[config.mk]
export PLATFORM = sky130hd
export DESIGN_NAME = cpu_seq_ctrl
export DESIGN_NICKNAME = d
export VERILOG_FILES = /design/src/rtl/cpu_pkg.sv /design/src/rtl/cpu_phase_cnt.sv /design/src/rtl/cpu_seq_ctrl.sv
export SDC_FILE = /design/constraint.sdc
export NUM_CORES = 1
export LEC_CHECK = 0
export CAP_MARGIN = 20
export CELL_PAD_IN_SITES_DETAIL_PLACEMENT = 0
export CELL_PAD_IN_SITES_GLOBAL_PLACEMENT = 1
export CORE_MARGIN = 4
export CORE_UTILIZATION = 29
export CTS_CLUSTER_DIAMETER = 150
export DETAILED_ROUTE_END_ITERATION = 8
export PLACE_DENSITY = 0.88
export SLEW_MARGIN = 20
export SYNTH_ARGS = -nofsm -noshare
export SYNTH_HDL_FRONTEND = slang
export SYNTH_SLANG_ARGS = --single-unit
[constraint.sdc]
create_clock -name clk -period 2.6 [get_ports clk]
set_input_delay 0.52 -clock clk [delete_from_list [all_inputs] [get_ports clk]]
set_output_delay 0.52 -clock clk [all_outputs]
set_load 0.02 [all_outputs]
[src/rtl/cpu_pkg.sv]
// Shared types for the accumulator CPU control path: opcode and phase
// encodings, the bundled strobe struct and the ALU-opcode classifier.
// No ports; imported by cpu_phase_cnt and cpu_seq_ctrl.
package cpu_pkg;

   localparam int OP_W = 3;
   localparam int PH_W = 3;

   typedef enum logic [OP_W-1:0] {
      OP_HLT = 3'b000,
      OP_SKZ = 3'b001,
      OP_ADD = 3'b010,
      OP_AND = 3'b011,
      OP_XOR = 3'b100,
      OP_LDA = 3'b101,
      OP_STO = 3'b110,
      OP_JMP = 3'b111
   } opcode_e;

   typedef enum logic [PH_W-1:0] {
      INST_ADDR  = 3'd0,
      INST_FETCH = 3'd1,
      INST_LOAD  = 3'd2,
      IDLE       = 3'd3,
      OP_ADDR    = 3'd4,
      OP_FETCH   = 3'd5,
      ALU_OP     = 3'd6,
      STORE      = 3'd7
   } phase_e;

   // The nine control strobes driven toward the datapath.
   typedef struct packed {
      logic sel;     // memory address mux: 1 = PC, 0 = IR operand
      logic rd;      // memory read
      logic wr;      // memory write
      logic ld_ir;   // instruction register load
      logic ld_ac;   // accumulator load
      logic inc_pc;  // PC increment
      logic ld_pc;   // PC load (jump)
      logic data_e;  // accumulator onto data bus
      logic halt;    // CPU halted
   } ctrl_t;

   // Opcodes that read an operand from memory and write the accumulator.
   function automatic logic is_aluop(input opcode_e op);
      return (op == OP_ADD) || (op == OP_AND) || (op == OP_XOR) || (op == OP_LDA);
   endfunction

endpackage

[src/rtl/cpu_phase_cnt.sv]
// Eight-phase wrapping counter with a sticky halted flag for the sequencer.
// Latency: phase advances on the clk edge where en=1; halted sets on the edge
// leaving OP_ADDR with hlt_op=1. en=0 freezes everything; halted ignores en.
// Ports: clk, rst (async, active-high), en, hlt_op (current opcode is HLT),
//        phase (current phase), halted (parked until reset).
module cpu_phase_cnt
   import cpu_pkg::*;
(
   input  logic   clk,
   input  logic   rst,
   input  logic   en,
   input  logic   hlt_op,
   output phase_e phase,
   output logic   halted
);

   phase_e phase_q, phase_d;
   logic   halted_q, halted_d;

   always_ff @(posedge clk or posedge rst) begin
      if (rst) begin
         phase_q  <= INST_ADDR;
         halted_q <= 1'b0;
      end else begin
         phase_q  <= phase_d;
         halted_q <= halted_d;
      end
   end

   // While halted the phase register is left at OP_ADDR, which is why the
   // debug phase output reads 4 for the whole halted period.
   always_comb begin
      phase_d  = phase_q;
      halted_d = halted_q;
      if (!halted_q && en) begin
         if (phase_q == OP_ADDR && hlt_op) begin
            halted_d = 1'b1;
         end else begin
            // 3-bit add wraps STORE back to INST_ADDR.
            phase_d = phase_e'(phase_q + 3'd1);
         end
      end
   end

   assign phase  = phase_q;
   assign halted = halted_q;

endmodule

[src/rtl/cpu_seq_ctrl.sv]
// Instruction sequencer for the 5-bit-address accumulator CPU: one
// instruction per eight enabled cycles, strobes decoded from phase/opcode.
// Latency: strobes are a combinational decode of the current phase (no
// extra cycle); en=0 stalls the phase so strobes are held at their level.
// Ports: clk, rst (async, active-high), en, opcode, zero in; sel, rd, wr,
//        ld_ir, ld_ac, inc_pc, ld_pc, data_e, halt, phase (debug) out.
module cpu_seq_ctrl
   import cpu_pkg::*;
#(
   parameter int OP_W = 3
) (
   input  logic            clk,
   input  logic            rst,
   input  logic            en,
   input  logic [OP_W-1:0] opcode,
   input  logic            zero,
   output logic            sel,
   output logic            rd,
   output logic            wr,
   output logic            ld_ir,
   output logic            ld_ac,
   output logic            inc_pc,
   output logic            ld_pc,
   output logic            data_e,
   output logic            halt,
   output logic [2:0]      phase
);

   opcode_e op;
   phase_e  cur_phase;
   logic    halted;
   logic    alu;
   ctrl_t   ctrl;

   // The opcode encoding is fixed at three bits.
   assign op  = opcode_e'(opcode);
   assign alu = is_aluop(op);

   cpu_phase_cnt u_phase_cnt (
      .clk    (clk),
      .rst    (rst),
      .en     (en),
      .hlt_op (op == OP_HLT),
      .phase  (cur_phase),
      .halted (halted)
   );

   // Phases 0-3 fetch the instruction and must not look at opcode, since
   // the IR is only stable once INST_LOAD has completed.
   always_comb begin
      ctrl = '0;
      if (halted) begin
         ctrl.sel  = 1'b1;
         ctrl.halt = 1'b1;
      end else begin
         case (cur_phase)
            INST_ADDR: begin
               ctrl.sel = 1'b1;
            end
            INST_FETCH: begin
               ctrl.sel = 1'b1;
               ctrl.rd  = 1'b1;
            end
            INST_LOAD, IDLE: begin
               ctrl.sel   = 1'b1;
               ctrl.rd    = 1'b1;
               ctrl.ld_ir = 1'b1;
            end
            OP_ADDR: begin
               // PC steps past every instruction here, HLT included, so a
               // restarted CPU resumes after the HLT.
               ctrl.inc_pc = 1'b1;
               ctrl.halt   = (op == OP_HLT);
            end
            OP_FETCH: begin
               ctrl.rd = alu;
            end
            ALU_OP: begin
               ctrl.rd     = alu;
               // zero is live, so a change during a stall shows immediately.
               ctrl.inc_pc = (op == OP_SKZ) && zero;
               ctrl.ld_pc  = (op == OP_JMP);
               ctrl.data_e = (op == OP_STO);
            end
            STORE: begin
               ctrl.rd     = alu;
               ctrl.ld_ac  = alu;
               // JMP raises both PC strobes; the PC block gives load priority.
               ctrl.ld_pc  = (op == OP_JMP);
               ctrl.inc_pc = (op == OP_JMP);
               ctrl.wr     = (op == OP_STO);
               ctrl.data_e = (op == OP_STO);
            end
         endcase
      end
   end

   assign sel    = ctrl.sel;
   assign rd     = ctrl.rd;
   assign wr     = ctrl.wr;
   assign ld_ir  = ctrl.ld_ir;
   assign ld_ac  = ctrl.ld_ac;
   assign inc_pc = ctrl.inc_pc;
   assign ld_pc  = ctrl.ld_pc;
   assign data_e = ctrl.data_e;
   assign halt   = ctrl.halt;
   assign phase  = 3'(cur_phase);

endmodule

==> summary.md, run 1 <==
| Metric | Value |
|---|---|
| Outcome | `finished, final reports clean` |
| Yosys Warn Count | `0` |
| Residual DRC | `0` |
| R2R cell count | `6` |
| Final min period | `2.42 ns` |
| # rows | `13` |
| Hold WC Path Type | `primary input to async pin` |
| Most frequent cells in the layout | `clkdlybuf4s50_1 (11), nor2_1 (6), ha_1 (6)` |
| Num CTS Buffers | `3` |
| CTS H-Tree Depth | `1` |
| First-pass GRT wire length | `1.79 mm` |
| R2R setup slack | `0.89 ns` |
| Routability cong. | `0.695` |
| Largest vdd supply drop | `0.652 mV` |
| Worst rel slew slack | `79.9%` |
| Layout cells sized above 1 | `16.7%` |
| Cell variety after synth | `21` |
| RSZ-0062 raised after global routing | `false` |
| Via density | `4.94` |
| Initial antenna violation count | `0` |
| Flops & latches, synth | `4` |
| Worst-path clk slew | `0.04 ns` |
| Main combinational cell family by area after synthesis | `simple AND/OR/NAND/NOR gates` |
| Slew Viols, Final | `0` |
| Post-Synth Simple-Gate Area | `28.0%` |
| Top cell type's share of synthesized area | `24.4%` |
| Total track usage | `11.7%` |
| CP bufs+invs | `2` |
| Post-Syn Area | `410 um^2` |
| Mux cell area share after synthesis | `3.66%` |
| XOR/XNOR share of the synthesized area | `4.27%` |
| Adder-Cell Fraction of Synth Area | `18.3%` |
| Worst endpoint data arrival time | `1.90 ns` |
| Commonest non-fill, non-tap cell in the layout | `clkdlybuf4s50_1` |
| Port Buffers | `18` |
| Die Span Y | `45.6 um` |
| Final setup viols | `0` |
| HPWL Detailed | `830 um` |
| WL final | `1.03 mm` |
| Setup CP Type | `flip-flop to primary output` |
| CP max stage delay | `0.62 ns` |
| Worst r2r dst | `u_phase_cnt.phase[1]$_DFFE_PP0P_` |
| Crit. End Element | `primary output` |
| Clock latency on the worst-skew pair | `0.23 ns` |
| Reg2reg start | `u_phase_cnt.phase[0]$_DFFE_PP0P_` |
| Die Width | `45.6 um` |
| Detailed Routing Iterations Pass 1 | `2` |
| Worst-path fanout max | `6` |
| Non-filler instance count after layout | `87` |
| Largest net degree at the start of global routing | `11` |
| # diodes | `0` |
| Clock Sinks | `4` |
| Initial Utilization | `31.1%` |
| Slew @ Worst Pin | `0.302 ns` |
| Net count after synthesis | `61` |
| Synth top area cells | `dfrtp_1 (24%), ha_1 (18%), nor2_1 (5.5%), inv_1 (4.6%), nor3b_4 (4.6%)` |
| Crit share post-route | `93.1%` |
| Hold Vio Cnt, Final | `0` |
| Max_cap viols | `0` |
| Worst Skew | `0.00511 ns` |
| Post-Synthesis Cells | `48` |
| GRT overflow | `0` |
| Crit path max-delay family | `buffers and inverters` |
| Inst Count DP | `84` |
| Root Buffer | `clkbuf_4` |
| Max clock buf depth | `2` |
| Crit-path slowest cell | `clkdlybuf4s50_1` |
| Max Freq | `413 MHz` |
| Boundary pin count | `19` |
| Core Box Area | `1320 um^2` |
| Required @ worst endpoint | `2.08 ns` |
| Seq/Total Area, Yosys | `24.4%` |
| Synth Area in Compound Gates | `15.5%` |
| Power Dens Cells | `1150 nW/um^2` |
| Utilization after layout | `49.8%` |
| P_leak | `0.000337 uW` |
| Antenna Nets Post-Route | `0` |
| Cell type with the largest total area after synthesis | `dfrtp_1` |
| WL/cell | `11.8 um` |
| Via count | `430` |
| CTS tree | `built` |
| Setup Buffers After CTS | `0` |
| Die footprint | `2080 um^2` |
| First DRT Iteration DRCs | `3` |
| Syn_area_per_cell | `8.55 um^2` |
| # nets final | `87` |
| Area grow syn2layout | `59.8%` |
| Type of origin of the critical path | `flip-flop` |
| Critical Path, Cell by Cell | `inv_1 -> ha_1 -> nor3_1 -> o21ai_0 -> clkdlybuf4s50_1` |
| Via count of the first global-routing pass | `440` |
-- where the power goes --
| group | internal, uW | leakage [uW] | switching [uW] |
|---|---|---|---|
| registers | 94.8 | 0.0000462 | 62.0 |
| logic | 259 | 0.000277 | 267 |
| clock network | 51.4 | 0.0000138 | 22.3 |
-- per-stage QoR --
step | total power (uW) | cell area, um^2 | setup slack [ns] | hold slack, ns | setup TNS (ns)
finish | 757 | 656 | 0.179 | 0.471 | 0
global route | 831 | 656 | 0.0708 | 0.489 | 0
CTS | 769 | 651 | 0.0271 | 0.469 | 0
detailed placement | 704 | 634 | -0.106 | 0.603 | -0.354
global placement | 693 | 634 | -0.108 | 0.589 | -0.320
floorplan | 477 | 410 | 0.354 | 0.286 | 0
-- area by class of cell --
| cell class | instances | area (um^2) |
|---|---|---|
| clock buffer | 3 | 22.5 |
| sequential | 4 | 100 |
| tap | 15 | 18.8 |
| fill | 149 | 662 |
| timing repair buffer | 22 | 209 |
| inverter | 5 | 18.8 |
| multi-input combinational | 38 | 287 |
-- registers in the layout (all words and copies together) (netlist names) --
name	count
u_phase_cnt.halted	1
u_phase_cnt.phase	3
-- cells in the mapped netlist --
cell type,number
nand2_1,3
nor4_1,1
nor3b_4,1
nand2b_1,2
mux2_4,1
o221a_2,1
xnor2_1,2
a21oi_1,2
buf_2,1
ha_1,6
a31o_2,1
o21ai_0,2
nand4_1,2
inv_1,5
a21boi_2,1
nor2b_1,2
nor3_1,2
nor2_1,6
dfrtp_1,4
a31oi_1,2
nor4b_1,1
-- cells by family (layout without fill, tap and decap cells) --
kind of cell,count (synthesis),count (layout)
AOI/OAI and AO/OA,9,9
DFF,4,4
adders and majority gates,6,6
xor gates and xnor gates,2,2
buffers and inverters,6,30
muxes,1,1
and+or+nand+nor,20,20
-- worst reg2reg max path: cells and delay by family, from the launching register on --
family	cells	cell delay (ns)
adders and majority gates	1	0.25
DFF	1	0.41
AOI/OAI and AO/OA	1	0.19
buffers and inverters	2	0.26
and+or+nand+nor	1	0.16
muxes	1	0.32
-- timing repair --
action	4_1_cts	5_1_grt
hold buffers	0	0
gates resized for setup	5	2
setup endpoints to repair	5	2
-- per-layer routing --
layer	GRT usage [%]	vias to the layer above	part of all wire, %
li1	-	218	-
met1	14.5	198	45
met2	19.2	12	49
met3	2.37	2	4.7
met4	5.26	0	1.1
met5	0	-	0
-- how the worst max path moves through the flow --
stage                                          start     end  slack [ns]  depth (start not counted)
global route        u_phase_cnt.phase[0]$_DFFE_PP0P_     sel        0.07                          5
CTS                                        opcode[2]   ld_ac        0.03                          5
global placement                           opcode[2]  inc_pc       -0.11                          5
floorplan           u_phase_cnt.phase[0]$_DFFE_PP0P_   ld_pc        0.35                          4
detailed placement                         opcode[2]  inc_pc       -0.11                          5
finish              u_phase_cnt.phase[0]$_DFFE_PP0P_     sel        0.18                          5
Power figures use the tool's default switching activity.
==> run 2, diff against run 1 <==
--- a/config.mk
+++ b/config.mk
@@ -5,14 +5,15 @@
 export SDC_FILE = /design/constraint.sdc
 export NUM_CORES = 1
 export LEC_CHECK = 0
+export ABC_AREA = 1
 export CAP_MARGIN = 20
 export CELL_PAD_IN_SITES_DETAIL_PLACEMENT = 0
 export CELL_PAD_IN_SITES_GLOBAL_PLACEMENT = 1
 export CORE_MARGIN = 4
-export CORE_UTILIZATION = 29
+export CORE_UTILIZATION = 28
 export CTS_CLUSTER_DIAMETER = 150
 export DETAILED_ROUTE_END_ITERATION = 8
-export PLACE_DENSITY = 0.88
+export PLACE_DENSITY = 0.86
 export SLEW_MARGIN = 20
 export SYNTH_ARGS = -nofsm -noshare
 export SYNTH_HDL_FRONTEND = slang
==> run 2 against run 1 <==
Net effect: first-iteration DRC count up 130%; core utilization down 0.35 points; clock power up 2%; largest power group is now the clock network; highest routed layer is now met3.
==> summary.md, run 2 <==
| Metric | Value |
|---|---|
| Syn_area_per_cell | `6.44 um^2` |
| Synth top area cells | `dfrtp_1 (23%), ha_1 (17%), nand2_1 (17%), inv_1 (9.6%), nor2_1 (6.1%)` |
| Non-filler instance count after layout | `105` |
| Yosys Warn Count | `0` |
| Clock latency on the worst-skew pair | `0.23 ns` |
| R2R setup slack | `1.19 ns` |
| First-pass GRT wire length | `1.64 mm` |
| Reg2reg start | `u_phase_cnt.phase[0]$_DFFE_PP0P_` |
| # diodes | `0` |
| Setup Buffers After CTS | `0` |
| Initial antenna violation count | `0` |
| Detailed Routing Iterations Pass 1 | `4` |
| First DRT Iteration DRCs | `7` |
| Worst r2r dst | `u_phase_cnt.phase[1]$_DFFE_PP0P_` |
| # rows | `13` |
| Die footprint | `2230 um^2` |
| Via count of the first global-routing pass | `400` |
| Initial Utilization | `31.2%` |
| Required @ worst endpoint | `2.08 ns` |
| Layout cells sized above 1 | `13.3%` |
| Register area | `100 um^2` |
| Most frequent cells in the layout | `nand2_1 (20), clkdlybuf4s50_1 (12), inv_1 (11)` |
| Inst Count DP | `102` |
| Cell variety after synth | `14` |
| Routability cong. | `0.737` |
| Num CTS Buffers | `3` |
| Area of the multi-input gates | `283 um^2` |
| Post-Syn Area | `432 um^2` |
| Top routing layer used | `met3` |
| Root Buffer | `clkbuf_4` |
| WL/cell | `9.71 um` |
| Slew @ Worst Pin | `0.286 ns` |
| Flops & latches, synth | `4` |
| GRT overflow | `0` |
| Post-Synthesis Cells | `67` |
| Crit share post-route | `95.1%` |
| Dominant synthesized flop cell | `dfrtp_1` |
| Max clock buf depth | `2` |
| Most common cell in the synthesized netlist | `nand2_1` |
| Max reg flops | `3` |
| RSZ-0062 raised after global routing | `false` |
| Hold Vio Cnt, Final | `0` |
| Final setup TNS | `0 ns` |
| Met3 WL | `116 um` |
| Top cell type's share of synthesized area | `23.2%` |
| Hold Buf Count CTS | `0` |
| Commonest non-fill, non-tap cell in the layout | `nand2_1` |
| Met1 WL | `477 um` |
| Type of origin of the critical path | `primary input` |
| Via count | `475` |
| Crit. End Element | `primary output` |
| Largest net degree at the start of global routing | `9` |
| Worst endpoint data arrival time | `1.95 ns` |
| Post-synth EDFFs | `0` |
| Seq/Total Area, Yosys | `23.2%` |
| Worst-path clk slew | `0.04 ns` |
| Boundary pin count | `19` |
| Final total power | `157 uW` |
| HPWL Detailed | `853 um` |
| # resized after CTS | `0` |
| Cell type with the largest total area after synthesis | `dfrtp_1` |
| Max Freq | `404 MHz` |
| Worst rel slew slack | `80.9%` |
| CTS H-Tree Depth | `1` |
| Clock Sinks | `4` |
| Max_cap viols | `0` |
| Core Box Area | `1380 um^2` |
| Top post-synthesis cells by count | `nand2_1 (20), inv_1 (11), nor2_1 (7)` |
| CTS tree | `built` |
| Final min period | `2.47 ns` |
| Worst-path fanout max | `3` |
| Slew Viols, Final | `0` |
| Setup CP Type | `primary input to primary output` |
| Outcome | `finished, final reports clean` |
| Worst Skew | `0.00389 ns` |
| WL final | `1.02 mm` |
| Met2 WL | `425 um` |
| Area grow syn2layout | `58.3%` |
| Die Span Y | `47.3 um` |
| Total track usage | `10.6%` |
| P_leak | `0.000457 uW` |
| Antenna Nets Post-Route | `0` |
| Via density | `4.52` |
| Largest vdd supply drop | `0.185 mV` |
| # nets final | `105` |
| Ys async rst share | `100%` |
| Die Width | `47.3 um` |
| Layout filler cell count | `152` |
| Residual DRC | `0` |
| Hold WC Path Type | `primary input to async pin` |
| Net count after synthesis | `80` |
| Power Dens Cells | `230 nW/um^2` |
| R2R cell count | `8` |
| Final setup viols | `0` |
| Port Buffers | `18` |
[run 2: changes by cell type in the layout (fill, tap and decap cells not counted), sizes merged, moves of 3 or more]
| cell | change |
|---|---|
| nand3 | +4 |
| dlygate4sd2 | -5 |
| dlymetal6s2s | +4 |
| nand2 | +19 |
| inv | +8 |
| nor2 | +3 |
[run 2: metrics by stage]
step	util (%)	hold WS [ns]	cell area (um^2)	setup slack, ns
finish	49.4	0.462	683	0.127
global route	49.4	0.473	683	0.0709
CTS	48.3	0.462	668	0.0183
detailed placement	46.7	0.565	646	0.0239
global placement	46.7	0.558	646	0.0361
floorplan	-	0.286	432	0.625
[run 2: where the power goes]
| part | switching (uW) | total, uW | internal [uW] |
|---|---|---|---|
| clock | 23.9 | 75.4 | 51.5 |
| sequential | 0 | 62.6 | 62.6 |
| combinational | 8.59 | 19.3 | 10.7 |
[run 2: how the worst max path moves through the flow]
stage                                                start      to  slack [ns]  cells after the start
after detailed placement                         opcode[1]  data_e        0.02                      6
after floorplan           u_phase_cnt.phase[0]$_DFFE_PP0P_   ld_ac        0.63                      4
final                                            opcode[2]    halt        0.13                      5
after CTS                                        opcode[1]  data_e        0.02                      6
after global placement                           opcode[0]  inc_pc        0.04                      8
after global routing      u_phase_cnt.phase[0]$_DFFE_PP0P_     sel        0.07                      7
[run 2: cell type report]
class / instances / share of cell area [%]
tap: 15 / 2.75
sequential: 4 / 14.7
clock buffer: 3 / 3.30
inverter: 13 / 7.14
timing repair buffer: 20 / 30.8
multi-input combinational: 50 / 41.4
[run 2: critical path, stage by stage]
cell             delay (ns)
clkdlybuf4s50_1        0.45
nor2_2                 0.23
nand3b_4               0.10
nand2_1                0.06
clkdlybuf4s50_1        0.60
[run 2: cell families (layout without fill, tap and decap cells)]
logic type / count (synthesis) / count (layout) / share of synthesized area [%]
AO/OA/AOI/OAI: 5 / 5 / 5.80
adder cells (fa/ha/maj): 6 / 6 / 17.4
buffers and inverters: 13 / 36 / 11.3
flip-flops: 4 / 4 / 23.2
AND/OR/NAND/NOR: 39 / 39 / 42.3
[run 2: layer usage]
layer  vias up  track usage, %
li1        252               -
met1       205            13.6
met2        18            15.5
met3         0            6.13
met4         0            1.66
met5         -               0
